$ cat config.mk
export PLATFORM = sky130hd
export DESIGN_NAME = con12to8_seq_flat
export DESIGN_NICKNAME = d
export VERILOG_FILES = /design/src/rtl/con_pkg.sv /design/src/rtl/con12to8_seq_if.sv /design/src/rtl/bcd_digit_adj.sv /design/src/rtl/con12to8_seq.sv /design/src/flat_wrapper.sv
export SDC_FILE = /design/constraint.sdc
export NUM_CORES = 1
export LEC_CHECK = 0
export ABC_AREA = 1
export CAP_MARGIN = 20
export CORE_AREA = 4 4 82 84
export DETAILED_ROUTE_END_ITERATION = 8
export DIE_AREA = 0 0 86 88
export PLACE_DENSITY = 0.58
export SKIP_CTS_REPAIR_TIMING = 1
export SYNTH_ARGS = -nofsm -noshare
export SYNTH_HDL_FRONTEND = slang
export SYNTH_SLANG_ARGS = --single-unit
$ cat constraint.sdc
create_clock -name clk -period 1.7 [get_ports clk]
set_clock_uncertainty 0.05 [all_clocks]
set_input_delay 0.34 -clock clk [delete_from_list [all_inputs] [get_ports clk]]
set_output_delay 0.34 -clock clk [all_outputs]
set_load 0.05 [all_outputs]
$ cat src/rtl/con_pkg.sv
// Shared definitions for the BCD <-> binary converters: FSM states and
// double-dabble digit constants.
package con_pkg;
    typedef enum logic [1:0] {IDLE, SHIFT, DONE} state_t;

    localparam logic [3:0] BCD_DIGIT_MAX = 4'd9;
    localparam logic [3:0] DABBLE_THRESH = 4'd8;
    localparam logic [3:0] DABBLE_ADJ    = 4'd3;
endpackage

$ cat src/rtl/con12to8_seq_if.sv
// Start/done handshake and data bus of the BCD-to-binary converter.
interface con12to8_seq_if #(
    parameter int DIGITS = 3,
    parameter int BIN_W  = 8
);
    logic                  start;
    logic [4*DIGITS-1:0]   bcd_in;
    logic                  busy;
    logic                  done;
    logic [BIN_W-1:0]      bin_out;
    logic                  ovf;
    logic                  err;

    modport master (output start, bcd_in, input busy, done, bin_out, ovf, err);
    modport slave  (input start, bcd_in, output busy, done, bin_out, ovf, err);
endinterface

$ cat src/rtl/bcd_digit_adj.sv
// Reverse double-dabble correction for one BCD digit after a right shift.
module bcd_digit_adj
    import con_pkg::*;
(
    input  logic [3:0] d,
    output logic [3:0] q
);
    assign q = (d >= DABBLE_THRESH) ? d - DABBLE_ADJ : d;
endmodule

$ cat src/rtl/con12to8_seq.sv
// Sequential BCD-to-binary converter (reverse double-dabble), one bit per cycle.
// Optional: define CON12TO8_SAT_EN to saturate bin_out to all ones on overflow.
module con12to8_seq
    import con_pkg::*;
#(
    parameter int DIGITS = 3,
    parameter int ACC_W  = 10,
    parameter int BIN_W  = 8
) (
    input  logic            clk,
    input  logic            reset_n,
    con12to8_seq_if.slave   bus
);
    localparam int BCD_W = 4 * DIGITS;
    localparam int CNT_W = (ACC_W > 1) ? $clog2(ACC_W) : 1;

    state_t             state;
    logic [BCD_W-1:0]   bcd;
    logic [BCD_W-1:0]   bcd_shr;
    logic [BCD_W-1:0]   bcd_adj;
    logic [ACC_W-1:0]   acc;
    logic [ACC_W-1:0]   acc_nxt;
    logic [CNT_W-1:0]   cnt;
    logic               in_err;
    logic               ovf_nxt;
    logic [BIN_W-1:0]   bin_nxt;

    // The shift moves the BCD LSB into the accumulator MSB; only the BCD
    // digits need correcting afterwards.
    assign bcd_shr = bcd >> 1;
    assign acc_nxt = {bcd[0], acc[ACC_W-1:1]};

    for (genvar g = 0; g < DIGITS; g++) begin : g_adj
        bcd_digit_adj u_adj (.d(bcd_shr[4*g +: 4]), .q(bcd_adj[4*g +: 4]));
    end

    always_comb begin
        in_err = 1'b0;
        for (int i = 0; i < DIGITS; i++)
            if (bus.bcd_in[4*i +: 4] > BCD_DIGIT_MAX) in_err = 1'b1;
    end

    assign ovf_nxt = (acc_nxt >> BIN_W) != '0;
`ifdef CON12TO8_SAT_EN
    assign bin_nxt = ovf_nxt ? '1 : acc_nxt[BIN_W-1:0];
`else
    assign bin_nxt = acc_nxt[BIN_W-1:0];
`endif

    always_ff @(posedge clk) begin
        if (!reset_n) begin
            state       <= IDLE;
            bcd         <= '0;
            acc         <= '0;
            cnt         <= '0;
            bus.busy    <= 1'b0;
            bus.done    <= 1'b0;
            bus.bin_out <= '0;
            bus.ovf     <= 1'b0;
            bus.err     <= 1'b0;
        end else begin
            bus.done <= 1'b0;
            case (state)
                IDLE: if (bus.start) begin
                    bcd      <= bus.bcd_in;
                    acc      <= '0;
                    cnt      <= '0;
                    bus.ovf  <= 1'b0;
                    bus.err  <= in_err;
                    bus.busy <= 1'b1;
                    if (in_err) begin
                        bus.bin_out <= '0;
                        state       <= DONE;
                    end else begin
                        state <= SHIFT;
                    end
                end
                SHIFT: begin
                    bcd <= bcd_adj;
                    acc <= acc_nxt;
                    cnt <= cnt + 1'b1;
                    if (cnt == CNT_W'(ACC_W - 1)) begin
                        bus.bin_out <= bin_nxt;
                        bus.ovf     <= ovf_nxt;
                        state       <= DONE;
                    end
                end
                DONE: begin
                    bus.done <= 1'b1;
                    bus.busy <= 1'b0;
                    state    <= IDLE;
                end
                default: state <= IDLE;
            endcase
        end
    end
endmodule
$ cat src/flat_wrapper.sv
// flat-port wrapper written by rule: the top's interface ports become plain ports
module con12to8_seq_flat import con_pkg::*;
#(
    parameter int DIGITS = 3,
    parameter int ACC_W  = 10,
    parameter int BIN_W  = 8
)
  (clk, reset_n, bus_start, bus_bcd_in, bus_busy, bus_done, bus_bin_out, bus_ovf, bus_err);
  con12to8_seq_if #(.DIGITS(DIGITS), .BIN_W(BIN_W)) bus_i ();
  input  logic clk;
  input  logic reset_n;
  input wire logic [$bits(bus_i.start)-1:0] bus_start;
  input wire logic [$bits(bus_i.bcd_in)-1:0] bus_bcd_in;
  output wire logic [$bits(bus_i.busy)-1:0] bus_busy;
  output wire logic [$bits(bus_i.done)-1:0] bus_done;
  output wire logic [$bits(bus_i.bin_out)-1:0] bus_bin_out;
  output wire logic [$bits(bus_i.ovf)-1:0] bus_ovf;
  output wire logic [$bits(bus_i.err)-1:0] bus_err;
  assign bus_i.start = bus_start;
  assign bus_i.bcd_in = bus_bcd_in;
  assign bus_busy = bus_i.busy;
  assign bus_done = bus_i.done;
  assign bus_bin_out = bus_i.bin_out;
  assign bus_ovf = bus_i.ovf;
  assign bus_err = bus_i.err;
  con12to8_seq #(.DIGITS(DIGITS), .ACC_W(ACC_W), .BIN_W(BIN_W)) u_core (.clk(clk), .reset_n(reset_n), .bus(bus_i));
endmodule
# Word level (Yosys, flattened, before mapping)
# Index checks and enable logic that the tools add are counted.
# totals
regBits	40
inputBits	15
out_inout_bits	12
wordCells	61
# op_classes
n_addsub	4
n_lt_le_gt_ge	6
eq_ne	6
n_mux	26
n_reduce_logical	10
# ops
operator	n
2-to-1 mux 8 bit	3
one-hot mux 12 bit (2 select lines)	1
one-hot mux 10 bit (2 select lines)	1
2-to-1 mux 4 bit	4
one-hot mux 8 bit (2 select lines)	1
greater-than comparator 4 bit, second input constant	3
2-to-1 mux 12 bit	1
2-to-1 mux 10 bit	1
nonzero test 10 bit	1
>= comparator 4 bit, second input constant	2
one-hot mux 4 bit (2 select lines)	1
AND reduction 2 bit	4
subtractor 4 x 2 -> 4 bit, second input constant	2
2-to-1 mux 1 bit	7
2-to-1 mux 2 bit	3
adder 4 x 1 -> 4 bit, second input constant	1
equality test 4 bit, second input constant	1
>= comparator 3 x 4 -> 1 bit, second input constant	1
!= test 2 x 1 -> 1 bit, second input constant	2
one-hot mux 1 bit (2 select lines)	2
one-hot mux 2 bit (2 select lines)	1
AND reduction 4 bit	1
nonzero test 2 bit	2
subtractor 3 x 2 -> 4 bit, second input constant	1
5 further kinds	5

# Longest topological paths before layout
# logic_depth
depth_word	7
mapped_depth	9
ltp_nobuf	9

# Modules after synthesis
# Synthesis repeated with hierarchy kept, for this count alone.
# hier_totals
cells_unflattened	267
hier_area_um2	1901.8
# modules_own_cells
mod	instances	cells_per_inst	area_per_inst_um2	seq_area_each_um2
con12to8_seq	1	219	1635.3	780.7
bcd_digit_adj	3	16	88.8	0.0

# Worst setup path after synthesis
# Ideal clock, no wire load.
# synth_path
path_type	reg2reg
startpoint	register u_core.state[0]
endpoint	register u_core.bus.bin_out[0]
setup_ps	117
t_arrival_ps	1163
t_required_ps	1533
slack_ps	371
path_stages_with_launch	9
n_path_buf	1
period_less_slack_ps	1329
cell_sequence	dfxtp_1 > nand2_2 > nand2_4 > inv_4 > a21oi_4 > buf_6 > nand3_1 > nand2_1 > nor2_1
# synth_between
elab_chain_len	3
elab_cells_between_ends	8
cone_classes	4 x eq/ne; 1 x mux; 3 x reduce/logical
# synth_rtl
item	line_no	rtl
start: declaration	con12to8_seq.sv:17	state_t state;
start signal: assignment	con12to8_seq.sv:52	state <= IDLE;
start signal: assignment	con12to8_seq.sv:73	state <= DONE;
start signal: assignment	con12to8_seq.sv:75	state <= SHIFT;
equality test 2 x 1 -> 1 bit or logical NOT 2 bit (tied branches)	con12to8_seq.sv:63	case (state)
!= test 2 x 1 -> 1 bit (no source line) (tied with other cells)	n/a	
AND reduction 4 bit (no source line)	n/a	
end signal: assignment	con12to8_seq.sv:83	bus.bin_out <= bin_nxt;
end: declaration	con12to8_seq_if.sv:15	modport slave (input start, bcd_in, output busy, done, bin_out, ovf, err);
# Several ways; a longest one is shown, not always the timed one.
# A chain may end at the register's enable or synchronous reset.

# Worst setup path after layout
# layout_path
startpoint	input port bus_bcd_in[9]
endpoint	register u_core.bus.bin_out[1]
# layout_between
elab_chain_len	4
# layout_rtl
item	line_no	rtl
start: declaration	flat_wrapper.sv:13	input wire logic [$bits(bus_i.bcd_in)-1:0] bus_bcd_in;
greater-than comparator 4 bit	con12to8_seq.sv:40	if (bus.bcd_in[4*i +: 4] > BCD_DIGIT_MAX) in_err = 1'b1;
2-to-1 mux 1 bit	con12to8_seq.sv:40	
!= test 2 x 1 -> 1 bit (no source line)	n/a	
AND reduction 4 bit (no source line)	n/a	
# No other way between the ends.

==> out/results.tsv <==
metric	value	unit
Hold Crit Class	flop to flop	
Logic pwr share	0.230	
hold_sp	u_core.bcd[11]	
WP buf/inv	3	
Die Y	88	um
Adder-Cell Fraction of Synth Area	0.0429	
Iter 0 DRT Violations	77	
Synth top area share	0.446	
synth warn	0	
Critical Path Fanout Max	13	
Switch Pwr	0.671	mW
Worst R2R End	u_core.bus.bin_out[4]	
top cells by area, synth	dfxtp_1 45%, nand2_1 12%, a21oi_1 10%	
core box area	0.00592	mm^2
Port Buffers	26	
first-pass GRT wire length	6560	um
Critical Path Slowest Stage Cell	clkdlybuf4s50_1	
clk slew on worst S/H paths	0.07	ns
Worst R2R Setup Slack	0.23	ns
Clock Path Buffers	2	
CTS tree	yes	
Post-synth EDFFs	0	
# Max-Cap Violations	0	
xor and xnor fraction of the mapped netlist area	0.0100	
Net Sw Frac	0.302	
final setup margin	0.207	ns
post-synthesis compound-gate area fraction	0.208	
gr ovfl total	0	
via count	1634	
Cells after Synth	236	
DR pass1 iterations	4	
Slew HR	0.594	
# diodes	0	
WP data required	1.84	ns
placer congestion estimate	0.747	
initial antenna violation count	0	
routed len/inst	10.8	um
main combinational cell family by area after synthesis	simple AND/OR/NAND/NOR gates	
antenna-violating nets left	0	
Yosys reg bits	39	
PD cells	966	mW/mm^2
post-place setup slack	-0.120	ns
row count	28	
critical-path cell list	clkdlybuf4s50_1 > o21ai_0 > buf_4 > nand4_1 > buf_4 > nand2_2 > nand2_1 > nand2_1 > nor2_1	
fin cells	358	
maximum clock rate	0.670	GHz
Sink Count	39	
register share of total power	0.460	
Worst Setup Path Type	primary input to flop	
startpoint class of the critical path	primary input	
post-synthesis mux area share	0	
worst r2r path cells	7	
ratio of cells with drive above 1 in the final layout	0.187	
post-synth top area cell	dfxtp_1	
most common cell in the netlist	nand2_1	
final setup fails	0	
CP max stage delay	0.41	ns
Netlist cell types	27	
Pins Over Slew Limit	0	
Critical Path AT	1.63	ns
Pint	1.55	mW
CTS Root Buffer Type	clkbuf_8	
Worst-Skew Late Latency	0.29	ns
Mapped Area	0.00175	mm^2
drc violations	0	
worst slew pin tran	0.609	ns
status	finished, final reports clean	
Core Util, Final	0.388	
final net count	303	
sequential fraction of the synthesis area	0.446	
RSZ-0062 raised after global routing	false	
Final Cycle Share	0.878	
worst r2r src	u_core.state[1]	
Syn Nets	257	
fin crit period	1.49	ns
HPWL after DPL	2830	um
Clk pwr share	0.310	
Hold EP	u_core.bcd[11]	
async set-reset flop share out of synthesis	0	
P&R area growth vs syn	31.5	%
# IOs	27	
hold_ws	0.414	ns
Cells after DPL	350	
Post-synth top cells	55 x nand2_1, 39 x dfxtp_1, 36 x a21oi_1	
H-tree level count	2	
CTS Buf Count	5	
Final Hold Fails	0	
Synth Area in Simple Gates	0.222	
number of global-route vias before repair	1509	
Starting Density	0.295	
Die Width	86	um
Top FF cell, synth	dfxtp_1	
hold depth	2	
die area	0.00757	mm^2
routed vias/inst	4.56	
DRT Wirelength	3880	um
Pleak	0.970	nW
# fillers	607	
crit-path leading delay family	buffers and inverters	
CP endpoint kind	flop	
largest net degree at the start of global routing	21	
average size of a mapped cell	7.41	um^2
VDD IR max	0.000375	V
Total GRT Usage	0.109	
==> how the worst max path moves through the flow <==
stage | startpoint | endpoint | slack, ns | depth (start not counted)
after CTS | bus_bcd_in[9] | u_core.bus.bin_out[1] | 0.20 | 9
after global routing | u_core.state[1] | u_core.bus.bin_out[5] | 0.04 | 8
after global placement | bus_bcd_in[2] | u_core.bus.bin_out[1] | -0.09 | 9
final | bus_bcd_in[9] | u_core.bus.bin_out[1] | 0.21 | 9
after floorplan | u_core.state[0] | u_core.bus.bin_out[0] | 0.37 | 8
after detailed placement | bus_bcd_in[9] | u_core.bus.bin_out[1] | -0.12 | 9
==> cell families after synthesis <==
kind of cell | after synthesis
flip-flops | 39
buffers and inverters | 28
XOR/XNOR | 2
adder cells (fa/ha/maj) | 6
AND/OR/NAND/NOR | 94
AO/OA/AOI/OAI | 67
==> layout make-up <==
| cell class | count | area (um^2) | share of cell area |
|---|---|---|---|
| Inverter | 17 | 66.3 | 0.0288 |
| Clock buffer | 7 | 96.3 | 0.0419 |
| Clock inverter | 1 | 7.51 | 0.00326 |
| Sequential cell | 39 | 781 | 0.339 |
| Timing Repair Buffer | 50 | 410 | 0.178 |
| Multi-Input combinational cell | 169 | 845 | 0.367 |
| Tap cell | 75 | 93.8 | 0.0408 |
==> layout by cell type (no fill, tap or decap), drive strengths merged, types with 2 or more instances in the layout <==
cell	n
clkbuf	7
a31oi	6
a21oi	38
or2	2
inv	17
nand3	11
ha	6
dfxtp	39
nor2	21
buf	36
o21bai	2
clkdlybuf4s50	14
nand2	58
o21ai	20
==> worst reg2reg max path, stage by stage (launching register included) <==
cell,delay [ns]
dfxtp_1,0.35
inv_2,0.07
nand2_2,0.15
inv_1,0.16
a21oi_4,0.29
buf_4,0.19
a21oi_1,0.07
nor2_1,0.09
==> per-layer routing <==
metal  vias up  global-route usage  wire, um
met2        30               0.185      1820
met1       724               0.135      1790
met3         8              0.0235       208
li1        872                   -         -
met5         -                   0         0
met4         0              0.0388        60
==> sequential cells by signal, indices dropped and copies added, names as in the netlist <==
name                cells
u_core.bcd             12
u_core.acc              9
u_core.bus.bin_out      8
u_core.cnt              4
u_core.state            2
u_core.bus.busy         1
u_core.bus.done         1
u_core.bus.err          1
u_core.bus.ovf          1
==> power by group through the flow <==
stage	Combinational, mW	Clock [mW]	Sequential [mW]
final	0.510	0.689	1.02
after CTS	0.518	0.717	1.02
after detailed placement	0.517	0	1.04
after floorplan	0.233	0	1.14
after global placement	0.513	0	1.04
after global routing	0.566	0.756	1.03
==> metrics by stage <==
step | area [um^2] | TNS (ns) | power [mW]
floorplan | 1750 | 0 | 1.37
global placement | 2200 | -0.671 | 1.55
detailed placement | 2200 | -0.696 | 1.56
CTS | 2300 | 0 | 2.26
global route | 2300 | 0 | 2.35
finish | 2300 | 0 | 2.22
Note: power is estimated with default switching activity, not from simulation.
